$ cat config.mk
export PLATFORM = sky130hd
export DESIGN_NAME = seg7_scan_driver
export DESIGN_NICKNAME = d
export VERILOG_FILES = /design/src/rtl/seg7_scan_driver.sv
export SDC_FILE = /design/constraint.sdc
export NUM_CORES = 1
export LEC_CHECK = 0
export BUFFER_PORTS_ARGS = -buffer_cell sky130_fd_sc_hd__buf_2
export CAP_MARGIN = 20
export CORE_MARGIN = 2
export CORE_UTILIZATION = 55
export CTS_BUF_LIST = sky130_fd_sc_hd__clkbuf_4 sky130_fd_sc_hd__clkbuf_8
export DETAILED_ROUTE_END_ITERATION = 16
export GPL_TIMING_DRIVEN = 0
export PLACE_DENSITY_LB_ADDON = 0.12
export SLEW_MARGIN = 20
export SYNTH_ARGS = -nofsm -noshare
export SYNTH_HDL_FRONTEND = slang
export SYNTH_SLANG_ARGS = --single-unit
$ cat constraint.sdc
create_clock -name clk -period 2.57 [get_ports clk]
set_input_delay 0.3855 -clock clk [delete_from_list [all_inputs] [get_ports clk]]
set_output_delay 0.3855 -clock clk [all_outputs]
set_load 0.01 [all_outputs]
$ cat src/rtl/seg7_scan_driver.sv
// seg7_scan_driver
// Time-multiplexes four BCD digits onto a common-anode 4-digit 7-segment
// display. Digits are snapshotted once per frame (no tearing), each slot
// starts with a short all-anodes-off guard (anti-ghost), and the digit
// picked by sel blinks while adjust mode is active.
module seg7_scan_driver #(
  parameter int SCAN_DIV  = 50000,
  parameter int GUARD     = 4,
  parameter int FLASH_DIV = 25000000,
  parameter int DP_SLOT   = 2
) (
  input  logic       clk,
  input  logic       rst,
  input  logic [3:0] min_1_val,
  input  logic [3:0] min_0_val,
  input  logic [3:0] sec_1_val,
  input  logic [3:0] sec_0_val,
  input  logic       adj,
  input  logic [1:0] sel,
  output logic [3:0] an,
  output logic [6:0] seg,
  output logic       dp,
  output logic       frame_tick
);

  localparam int SCAN_W  = (SCAN_DIV  > 1) ? $clog2(SCAN_DIV)  : 1;
  localparam int FLASH_W = (FLASH_DIV > 1) ? $clog2(FLASH_DIV) : 1;

  localparam logic [SCAN_W-1:0]  SCAN_LAST  = SCAN_W'(SCAN_DIV - 1);
  localparam logic [SCAN_W-1:0]  GUARD_END  = SCAN_W'(GUARD);
  localparam logic [FLASH_W-1:0] FLASH_LAST = FLASH_W'(FLASH_DIV - 1);
  localparam logic [1:0]         DP_IDX     = 2'(DP_SLOT);

  // BCD digit to active-low {g,f,e,d,c,b,a}; non-decimal codes show a dash
  function automatic logic [6:0] bcd_to_seg(input logic [3:0] d);
    logic [6:0] s;
    case (d)
      4'd0:    s = 7'b1000000;
      4'd1:    s = 7'b1111001;
      4'd2:    s = 7'b0100100;
      4'd3:    s = 7'b0110000;
      4'd4:    s = 7'b0011001;
      4'd5:    s = 7'b0010010;
      4'd6:    s = 7'b0000010;
      4'd7:    s = 7'b1111000;
      4'd8:    s = 7'b0000000;
      4'd9:    s = 7'b0010000;
      default: s = 7'b0111111;
    endcase
    return s;
  endfunction

  // Active-low one-cold anode pattern for a slot index
  function automatic logic [3:0] slot_anode(input logic [1:0] s);
    logic [3:0] a;
    a    = 4'b1111;
    a[s] = 1'b0;
    return a;
  endfunction

  // ---- stage p0: scan/flash timing and digit snapshot ----
  logic [SCAN_W-1:0]  scan_cnt;
  logic [1:0]         slot;
  logic [FLASH_W-1:0] flash_cnt;
  logic               flash_phase;
  logic [3:0]         shadow [4];

  logic               scan_wrap;
  logic               frame_load;
  logic [3:0]         cur_digit;
  logic               guard_blank;
  logic               flash_blank;

  assign scan_wrap   = (scan_cnt == SCAN_LAST);
  // Reset wins over a snapshot falling on the same edge, so the pulse is
  // suppressed too and always coincides with a real load.
  assign frame_load  = scan_wrap && (slot == 2'd3) && !rst;
  assign frame_tick  = frame_load;
  assign guard_blank = (scan_cnt < GUARD_END);
  assign flash_blank = adj && (slot == sel) && flash_phase;

  // Slot counter: scan_cnt wraps every SCAN_DIV cycles and advances the slot
  always_ff @(posedge clk) begin
    if (rst) begin
      scan_cnt <= '0;
      slot     <= 2'd0;
    end else if (scan_wrap) begin
      scan_cnt <= '0;
      slot     <= slot + 2'd1;
    end else begin
      scan_cnt <= scan_cnt + SCAN_W'(1);
    end
  end

  // Shadow digits load only at the frame boundary so a frame is never torn
  always_ff @(posedge clk) begin
    if (rst) begin
      shadow[0] <= 4'd0;
      shadow[1] <= 4'd0;
      shadow[2] <= 4'd0;
      shadow[3] <= 4'd0;
    end else if (frame_load) begin
      shadow[0] <= sec_0_val;
      shadow[1] <= sec_1_val;
      shadow[2] <= min_0_val;
      shadow[3] <= min_1_val;
    end
  end

  // Blink timer runs only in adjust mode and restarts in the visible phase
  always_ff @(posedge clk) begin
    if (rst || !adj) begin
      flash_cnt   <= '0;
      flash_phase <= 1'b0;
    end else if (flash_cnt == FLASH_LAST) begin
      flash_cnt   <= '0;
      flash_phase <= ~flash_phase;
    end else begin
      flash_cnt   <= flash_cnt + FLASH_W'(1);
    end
  end

  // Select the shadow digit belonging to the slot being scanned
  always_comb begin
    cur_digit = shadow[0];
    case (slot)
      2'd0: cur_digit = shadow[0];
      2'd1: cur_digit = shadow[1];
      2'd2: cur_digit = shadow[2];
      2'd3: cur_digit = shadow[3];
      default: cur_digit = shadow[0];
    endcase
  end

  // ---- stage p1: registered display drive ----
  logic [3:0] an_p1;
  logic [6:0] seg_p1;
  logic       dp_p1;

  // Cathodes follow the digit regardless of blanking; only anodes blank
  always_ff @(posedge clk) begin
    if (rst) begin
      an_p1  <= 4'b1111;
      seg_p1 <= 7'b1111111;
      dp_p1  <= 1'b1;
    end else begin
      an_p1  <= (guard_blank || flash_blank) ? 4'b1111 : slot_anode(slot);
      seg_p1 <= bcd_to_seg(cur_digit);
      dp_p1  <= (slot == DP_IDX) ? 1'b0 : 1'b1;
    end
  end

  assign an  = an_p1;
  assign seg = seg_p1;
  assign dp  = dp_p1;

endmodule

==> metrics.md <==
| Metric | Value |
|---|---|
| VDD IR-drop max | approximately 440 uV |
| Flop2flop setup slack | 0.25 ns |
| Final Skew | 0.00964 ns |
| Post-synth EDFFs | 16 |
| Global-route usage over all layers | 21.1% |
| Nets | 418 |
| Largest cells by area after synthesis | dfxtp_1, edfxtp_1, xnor2_1, nor2_1, ha_1 |
| H-tree depth | 3 |
| Global route overflow | 0 |
| Input/output buffers | 32 |
| FF+latch count, synth | 72 |
| FFs w/ async S/R, synth | 0% |
| Synth Net Count | 373 |
| Final setup TNS | 0 ns |
| Crit start category | flip-flop |
| Synth warn | 0 |
| Die Wd | slightly above 80 microns |
| I/O pins | 34 |
| Hold-fix buffers, CTS | 0 |
| Critical path's slowest cell | dfxtp_1 |
| Synth cell types | 49 |
| Static Leak | ~1.4 nW |
| CTS Sinks | 72 |
| Post-Route WL | roughly 6400 microns |
| Die height | between 80 and 90 microns |
| DIE AREA | 6700 sq um |
| DRT iter0 DRCs | between 150 and 200 |
| Status | finished clean |
| Drt drc | 0 |
| Initial antenna violation count | 0 |
| # fillers | 503 |
| Crit path time final | about 2.4 ns |
| Worst-skew pair later-pin latency | around 0.35 ns |
| HP Class | primary input to flip-flop |
| Yosys top cell area share | between 30% and 40% |
| Design area | 3850 sq um |
| Slew @ Worst Pin | about 0.58 ns |
| Slew margin rel. | 60.8% |
| Most frequent cells in the layout | dfxtp_1, nor2_1, buf_2 |
| Arr. time, crit path | approximately 2 ns |
| Maximum clock path buffer count | 2 |
| Inserted Clock Buffers | 9 |
| Leading cell type in the layout, fill and taps excluded | dfxtp_1 |
| HPWL Detailed | about 4500 microns |
| Vias in the first global route | between 2000 and 2500 |
| First-pass GRT wire length | around 11000 microns |
| Initial Util | a little under three fifths |
| Kind of critical path | flip-flop to output port |
| Max_cap viols | 0 |
| Diodes inserted | 0 |
| Sequential element share of the synthesized area | between 40% and 50% |
| WL/cell | roughly 14 microns |
| Pwr Density | a little over 600 nW/um^2 |
| First-pass detailed-route iteration total | 5 |
| Peak per-stage delay on the critical path | between 0.3 and 0.4 ns |
| Syn Inst Count | 342 |
| Share of post-route cells with drive strength above 1 | 17.1% |
| Post-synth top flop | dfxtp_1 |
| Crit end category | output port |
| CTS tree | yes |
| Layout area overhead | 15.4% |
| Largest net degree at the start of global routing | 17 |
| Critical path, cell by cell | ha_1 > and3_1 > nand4_1 > nor4b_4 > buf_4 > buf_2 |
| Tcrit/Tclk final | between 90% and 100% |
| RSZ-0062 raised after global routing | no |
| Area of the multi-input gates | between 1500 and 2000 sq um |
| Peak Freq | 0.420 GHz |
| Via count | between 2000 and 3000 |
| Pins Over Slew Limit | 0 |
| Num rows | 28 |
| Post-detailed-route count of antenna-violating nets | 0 |
| Root Buffer | clkbuf_8 |
| Top cell type by total area after synthesis | dfxtp_1 |
| Vias/cell | 5.57 |
| Final-report setup violation count | 0 |
| Final Wtd Congestion | just over 0.8 |
| Area post-placement | about 3600 sq um |
| Core area | 5890 sq um |
| Seq. cell area | approximately 1600 sq um |
| Post-Syn Area | 3330 sq um |
| Final hold vios | 0 |
| Avg Cell Area, Syn | roughly 9.7 sq um |
| Worst endpoint required time | between 2 and 2.5 ns |
| Clk slew on worst S/H paths | ~0.080 ns |
| Largest fanout on the critical path | 10 |
-- layout make-up --
class | instances | share of cell area, %
clock buffer | 9 | 3.22
tap | 75 | 2.44
multi-input combinational | 241 | 41.6
inverter | 17 | 1.66
buffer | 12 | 2.08
sequential | 72 | 41.6
timing repair buffer | 34 | 4.55
clock inverter | 7 | 2.86
-- power by group --
part	total, W	switching, W	internal, W	leakage, nW
logic	0.0000956	0.0000560	0.0000396	0.633
clock network	0.00105	0.000413	0.000636	0.114
registers	0.00119	0.0000118	0.00118	0.606
-- cell usage after synthesis, drive strengths merged (2+ instances only) --
| library cell | number |
|---|---|
| a31o | 2 |
| o21ai | 10 |
| o31ai | 7 |
| inv | 17 |
| xor2 | 9 |
| a222oi | 4 |
| mux2 | 3 |
| nand4 | 17 |
| o21bai | 2 |
| ha | 10 |
| nor2 | 34 |
| a21oi | 19 |
| and4 | 6 |
| mux2i | 3 |
| xnor2 | 17 |
| and3 | 3 |
| nor4b | 3 |
| a21o | 2 |
| or4 | 8 |
| nand2 | 13 |
| nand3 | 22 |
| nor4 | 7 |
| buf | 6 |
| nor3 | 7 |
| or3 | 6 |
| and2 | 16 |
| dfxtp | 56 |
| clkbuf | 6 |
| edfxtp | 16 |
-- sequential cells by signal (all words and copies together) (netlist names) --
| name | cells |
|---|---|
| an | 4 |
| dp | 1 |
| flash_cnt | 25 |
| flash_phase | 1 |
| scan_cnt | 16 |
| seg | 7 |
| shadow | 16 |
| slot | 2 |
-- through the flow --
step | util [%] | hold WS (ns) | cells | worst slack (ns) | total power [W]
after floorplan | - | 0.430 | 342 | 0.544 | 0.00127
after global placement | 61.0 | 0.444 | 449 | 0.292 | 0.00131
after detailed placement | 61.0 | 0.455 | 449 | 0.232 | 0.00131
after CTS | 65.2 | 0.293 | 466 | 0.0160 | 0.00235
after global routing | 65.4 | 0.292 | 467 | 0.0170 | 0.00243
final | 65.4 | 0.305 | 467 | 0.189 | 0.00234
-- final timing paths --
kind	depth (start not counted)	start	end
worst max register to register	9	slot[0]	seg[1]
worst max-delay path	6	scan_cnt[0]	frame_tick
worst min register to register	1	scan_cnt[0]	scan_cnt[0]
worst min-delay path	2	sec_0_val[2]	shadow[0][2]
-- metal layers --
metal,GRT usage (%),vias up,part of all wire (%)
li1,-,1332,-
met1,27.7,1209,47
met2,33.1,52,48
met3,5.71,8,3.7
met4,8.17,0,1.5
met5,0,-,0
-- cell families (layout without fill, tap and decap cells) --
family | Yosys count | in the layout | synth area share, %
XOR/XNOR | 26 | 26 | 6.83
buffers and inverters | 29 | 79 | 4.24
AO/OA/AOI/OAI | 52 | 52 | 10.1
AND/OR/NAND/NOR | 147 | 147 | 25.1
flip-flops | 72 | 72 | 48.0
multiplexers | 6 | 6 | 1.91
adder cells (fa/ha/maj) | 10 | 10 | 3.75
-- worst max-delay path, delay by kind of cell, from the launching register on --
family | cells | cell delay, ns
simple gates | 3 | 0.71
flops | 1 | 0.38
buf+inv | 2 | 0.33
fa+ha+maj | 1 | 0.22
-- repair_timing --
action,CTS,global route
buffers inserted,1,1
setup endpoints to repair,1,1
gates resized for setup,1,2
pin swaps,1,2
hold endpoints to repair,0,0
Power figures use the tool's default switching activity.
